==> src/rtl/aes_link_pkg.sv <==
// Shared definitions for the UART -> AES block link.
// Used by the block assembler, the input FIFO and the AES core wrapper.
package aes_link_pkg;

    localparam int BYTE_W          = 8;
    localparam int BYTES_PER_BLOCK = 16;
    localparam int BLOCK_W         = BYTE_W * BYTES_PER_BLOCK;

    typedef enum logic {
        IDLE    = 1'b0,
        COLLECT = 1'b1
    } asm_state_t;

endpackage

==> src/rtl/rx_gap_timer.sv <==
// Inter-byte gap counter for the block assembler.
// expire is combinational so the owner can act on the same cycle.
module rx_gap_timer #(
    parameter int TIMEOUT_CYCLES = 100000
) (
    input  logic clk,
    input  logic reset,
    input  logic clear,
    input  logic run,
    output logic expire
);

    localparam int CNT_W = (TIMEOUT_CYCLES > 2) ? $clog2(TIMEOUT_CYCLES) : 1;

    logic [CNT_W-1:0] count_r;

    assign expire = run && (count_r == CNT_W'(TIMEOUT_CYCLES - 1));

    // Gap count register; restarts on a byte or after an expiry
    always_ff @(posedge clk or negedge reset) begin
        if (!reset) begin
            count_r <= {CNT_W{1'b0}};
        end else if (clear || expire) begin
            count_r <= {CNT_W{1'b0}};
        end else if (run) begin
            count_r <= count_r + CNT_W'(1);
        end else begin
            count_r <= count_r;
        end
    end

endmodule

==> src/rtl/rx_block_assembler.sv <==
// Packs UART bytes into one AES block and strobes it into the input FIFO.
// Stalled partial blocks are discarded after TIMEOUT_CYCLES idle cycles.
module rx_block_assembler
    import aes_link_pkg::*;
#(
    parameter int BYTES_PER_BLOCK = 16,
    parameter int TIMEOUT_CYCLES  = 100000
) (
    input  logic                         clk,
    input  logic                         reset,
    input  logic [7:0]                   rx_data,
    input  logic                         rx_valid,
    input  logic                         fifo_full,
    output logic [8*BYTES_PER_BLOCK-1:0] dout,
    output logic                         ready,
    output logic                         busy,
    output logic [4:0]                   byte_count,
    output logic                         drop_err,
    output logic                         timeout_err
);

    localparam int BW = 8 * BYTES_PER_BLOCK;

    asm_state_t      state_r, state_s;
    logic [BW-1:0]   shreg_r, shreg_s;
    logic [BW-1:0]   dout_r, dout_s;
    logic [4:0]      count_r, count_s;
    logic            ready_r, ready_s;
    logic            drop_r, drop_s;
    logic            tmo_r, tmo_s;
    logic            expire_s;
    logic            gap_run_s;
    logic [BW-1:0]   shifted_s;

    assign gap_run_s = (state_r == COLLECT) && !rx_valid;
    assign shifted_s = {shreg_r[BW-9:0], rx_data};

    rx_gap_timer #(
        .TIMEOUT_CYCLES(TIMEOUT_CYCLES)
    ) u_gap_timer (
        .clk    (clk),
        .reset  (reset),
        .clear  (rx_valid),
        .run    (gap_run_s),
        .expire (expire_s)
    );

    // Next-state, shift register and output pulse decode
    always_comb begin
        state_s = state_r;
        shreg_s = shreg_r;
        dout_s  = dout_r;
        count_s = count_r;
        ready_s = 1'b0;
        drop_s  = 1'b0;
        tmo_s   = 1'b0;
        case (state_r)
            IDLE: begin
                if (rx_valid) begin
                    shreg_s = shifted_s;
                    count_s = 5'd1;
                    state_s = COLLECT;
                end else begin
                    state_s = IDLE;
                end
            end
            COLLECT: begin
                if (rx_valid) begin
                    shreg_s = shifted_s;
                    if (count_r == 5'(BYTES_PER_BLOCK - 1)) begin
                        // fifo_full is judged in the same cycle as the last byte
                        if (!fifo_full) begin
                            dout_s  = shifted_s;
                            ready_s = 1'b1;
                        end else begin
                            drop_s = 1'b1;
                        end
                        count_s = 5'd0;
                        state_s = IDLE;
                    end else begin
                        count_s = count_r + 5'd1;
                    end
                end else if (expire_s) begin
                    tmo_s   = 1'b1;
                    count_s = 5'd0;
                    state_s = IDLE;
                end else begin
                    state_s = COLLECT;
                end
            end
            default: begin
                count_s = 5'd0;
                state_s = IDLE;
            end
        endcase
    end

    // State and output registers
    always_ff @(posedge clk or negedge reset) begin
        if (!reset) begin
            state_r <= IDLE;
            shreg_r <= {BW{1'b0}};
            dout_r  <= {BW{1'b0}};
            count_r <= 5'd0;
            ready_r <= 1'b0;
            drop_r  <= 1'b0;
            tmo_r   <= 1'b0;
        end else begin
            state_r <= state_s;
            shreg_r <= shreg_s;
            dout_r  <= dout_s;
            count_r <= count_s;
            ready_r <= ready_s;
            drop_r  <= drop_s;
            tmo_r   <= tmo_s;
        end
    end

    assign dout        = dout_r;
    assign ready       = ready_r;
    assign busy        = (state_r == COLLECT);
    assign byte_count  = count_r;
    assign drop_err    = drop_r;
    assign timeout_err = tmo_r;

endmodule

==> config.mk <==
export PLATFORM = sky130hd
export DESIGN_NAME = rx_block_assembler
export DESIGN_NICKNAME = d
export VERILOG_FILES = /design/src/rtl/aes_link_pkg.sv /design/src/rtl/rx_gap_timer.sv /design/src/rtl/rx_block_assembler.sv
export SDC_FILE = /design/constraint.sdc
export NUM_CORES = 1
export LEC_CHECK = 0
export BUFFER_PORTS_ARGS = -buffer_cell sky130_fd_sc_hd__clkbuf_2
export CORE_ASPECT_RATIO = 0.6
export CORE_UTILIZATION = 45
export DETAILED_ROUTE_END_ITERATION = 8
export PLACE_DENSITY = 0.78
export SLEW_MARGIN = 20
export SYNTH_ARGS = -nofsm -noshare
export SYNTH_HDL_FRONTEND = slang
export SYNTH_HIERARCHICAL = 1
export SYNTH_SLANG_ARGS = --single-unit
==> constraint.sdc <==
create_clock -name clk -period 1.93 [get_ports clk]
set_input_delay 0.386 -clock clk [delete_from_list [all_inputs] [get_ports clk]]
set_output_delay 0.386 -clock clk [all_outputs]
set_load 0.02 [all_outputs]
==> run metrics <==
dpl cell area 0.0118 mm^2; Tot GR Track Use 0.173; CTS buffer count 26; Clock Latency Late Sink 0.52 ns; DIE HEIGHT 121 um; yosys warns 6; layout cell share with drive strength beyond 1 0.560; Core ar. 0.0225 mm^2; mean post-synth cell area 16.1 um^2; clock buffer depth 3; Slew @ Worst Pin 0.804 ns; library cells used by synthesis 38; sequential fraction of the synthesis area 0.650; count of final setup violators 0; Lkg Pwr 6.34 nW; detail-routed net length per standard cell 17.5 um; final wirelength 20200 um; Pint 12.5 mW; commonest non-fill, non-tap cell in the layout dfrtp_1; startpoint types flip-flop; # rows 42; clock share of power 0.316; ANT nets after route 0; gr ovfl total 0; Highest Clock Rate 535 MHz; GRT met3 Usage 0.0577; kind of critical path flip-flop to flip-flop; largest net degree at the start of global routing 73; io pins 149; Net Count, Synth 670; htree depth 1; DR pass1 iterations 5; Sw Pwr 5.10 mW; final std cell area, no fill 0.0127 mm^2; CTS tree done; post-detail-place hpwl 13600 um; most frequent cells in the layout dfrtp_1 (274), mux2_2 (248), clkbuf_2 (146), clkbuf_16 (27), nor2_1 (19); outcome complete, no violations; Post-Syn Area 0.0105 mm^2; DP Worst Slack 0.0859 ns; pwr dens 1380 mW/mm^2; post-route minimum period 1.87 ns; DIE AREA 0.0241 mm^2; Vias/cell 5.12; Starting Density 0.469; Crit. End Element flip-flop; multi-input logic area 0.00346 mm^2; Area growth syn-to-layout 20.8%; Rel. slew slack 0.464; Max Clock Skew 0.0129 ns; GR Util met2 0.241; Power Total 17.6 mW; Reg area 0.00686 mm^2; Hold Path Depth 2; switching share of power 0.289; number of antenna violations at the first check in global routing 1; crit path max fanout 45; vias in the first global route 5829; Seq cells post-synth 274; count of mapped cells out of synthesis 656; Initial DRC Count 247; Die X 200 um; critical path arrival 2.27 ns; Final Hold Viols 0; Root Buffer clkbuf_16; worst vdd ir 0.771 mV; Num Clock Sinks 274; clk slew on worst S/H paths 0.07 ns; first-pass GRT wire length 32500 um; hold crit path type input pin to flip-flop; Max Transition Viols Final 0; IO Port Bufs 148; Filler Cell Count 1827; Final nets 838; Worst EP required 2.33 ns; Worst Reg2Reg Path Length in Cells 5; busiest grt layer met1; max-cap check violation count 0; Comb pwr share 0.202; final setup margin 0.0601 ns; RePlAce Congestion 0.803; met1 Usage GRT 0.260; Seq pwr share 0.482; fin crit share 0.969; vias 5898; # DRC 0
## cells in the mapped netlist, drive strengths merged
master / instances / share of area
dfrtp: 274 / 0.65
mux2: 248 / 0.26
buf: 27 / 0.019
nor2: 19 / 0.0068
xnor2: 13 / 0.011
nand2: 10 / 0.0036
nand3: 8 / 0.0047
nand4: 6 / 0.0056
inv: 5 / 0.0018
nor3: 5 / 0.0024
nor4: 5 / 0.0030
clkbuf: 4 / 0.0024
o21ai: 3 / 0.0014
xor2: 3 / 0.0025
a21oi: 2 / 0.00095
and3: 2 / 0.0012
ha: 2 / 0.0024
nand3b: 2 / 0.0014
nor2b: 2 / 0.0012
nor4b: 2 / 0.0017
o21a: 2 / 0.0014
o22ai: 2 / 0.0012
or3: 2 / 0.0017
a22o: 1 / 0.00083
a31oi: 1 / 0.00059
and2: 1 / 0.00059
and4b: 1 / 0.0013
mux2i: 1 / 0.00095
nand4b: 1 / 0.00083
o31ai: 1 / 0.0020
or2: 1 / 0.00059
## timing repair
| action | 4_1_cts | 5_1_grt |
|---|---|---|
| buffers inserted | 0 | 0 |
| setup endpoints to repair | 0 | 3 |
| hold buffers | 1 | 0 |
| endpoints found under the hold margin | 48 | 0 |
| gates resized for setup | 0 | 1 |
## per-stage QoR
stage	setup TNS (ns)	hold WS [ns]	std cells	utilization
after CTS	0	0.0958	1152	0.566
after global routing	-0.00533	0.104	1152	0.566
after floorplan	0	0.0904	656	-
after global placement	0	0.358	1103	0.523
after detailed placement	0	0.363	1103	0.523
final	0	0.120	1153	0.566
## worst paths after layout
| kind | start | endpoint | slack (ns) |
|---|---|---|---|
| max | byte_count[1]$_DFFE_PN0P_ | dout[30]$_DFFE_PN0P_ | 0.06 |
| min | rx_data[4] | dout[4]$_DFFE_PN0P_ | 0.12 |
| max reg2reg | byte_count[1]$_DFFE_PN0P_ | dout[30]$_DFFE_PN0P_ | 0.06 |
| min reg2reg | shreg_r[119]$_DFFE_PN0P_ | dout[127]$_DFFE_PN0P_ | 0.50 |
| max in group asynchronous | reset | shreg_r[37]$_DFFE_PN0P_ | 0.89 |
| min in group asynchronous | reset | dout[74]$_DFFE_PN0P_ | 0.40 |
## power by group through the flow
stage / logic [mW] / clock network [mW] / registers, mW
after floorplan: 1.61 / 0 / 9.02
after global routing: 3.85 / 5.95 / 8.73
after global placement: 3.51 / 0 / 8.53
after CTS: 3.62 / 5.71 / 8.51
final: 3.56 / 5.57 / 8.50
after detailed placement: 3.59 / 0 / 8.61
## state kept, by name (all words and copies together) (netlist names)
register             flops
u_gap_timer/count_r     17
busy                     1
ready                    1
drop_err                 1
shreg_r                120
dout                   128
byte_count               5
timeout_err              1
## worst max-delay path, stage by stage (launching register included)
cell and delay, ns:
dfrtp_1 0.41, ha_1 0.24, and4b_4 0.25, nand4_4 0.16
buf_12 0.27, mux2_2 0.38
## logic make-up (layout without fill, tap and decap cells)
kind of cell / Yosys count / in the layout / share of synthesized area
AOI/OAI and AO/OA: 12 / 12 / 0.00842
xor gates and xnor gates: 16 / 16 / 0.0133
muxes: 249 / 249 / 0.266
adders and majority gates: 2 / 2 / 0.00237
DFF: 274 / 274 / 0.650
buffers and inverters: 36 / 224 / 0.0234
other: 0 / 1 / 0
and+or+nand+nor: 67 / 67 / 0.0364
## layer usage
layer	vias to the layer above	part of all wire	wire length, um
met3	31	0.079	1600
met1	3039	0.49	9800
met4	0	0.017	335
met2	150	0.42	8470
li1	2678	-	-
met5	-	0	0
## area by class of cell
| class | instances | share of cell area |
|---|---|---|
| sequential | 274 | 0.538 |
| multi-input combinational | 346 | 0.272 |
| timing repair buffer | 171 | 0.0830 |
| clock buffer | 35 | 0.0593 |
| tap | 308 | 0.0302 |
| clock inverter | 13 | 0.0160 |
| inverter | 5 | 0.00147 |
| antenna | 1 | 0.000196 |
Note: power is estimated with default switching activity, not from simulation.
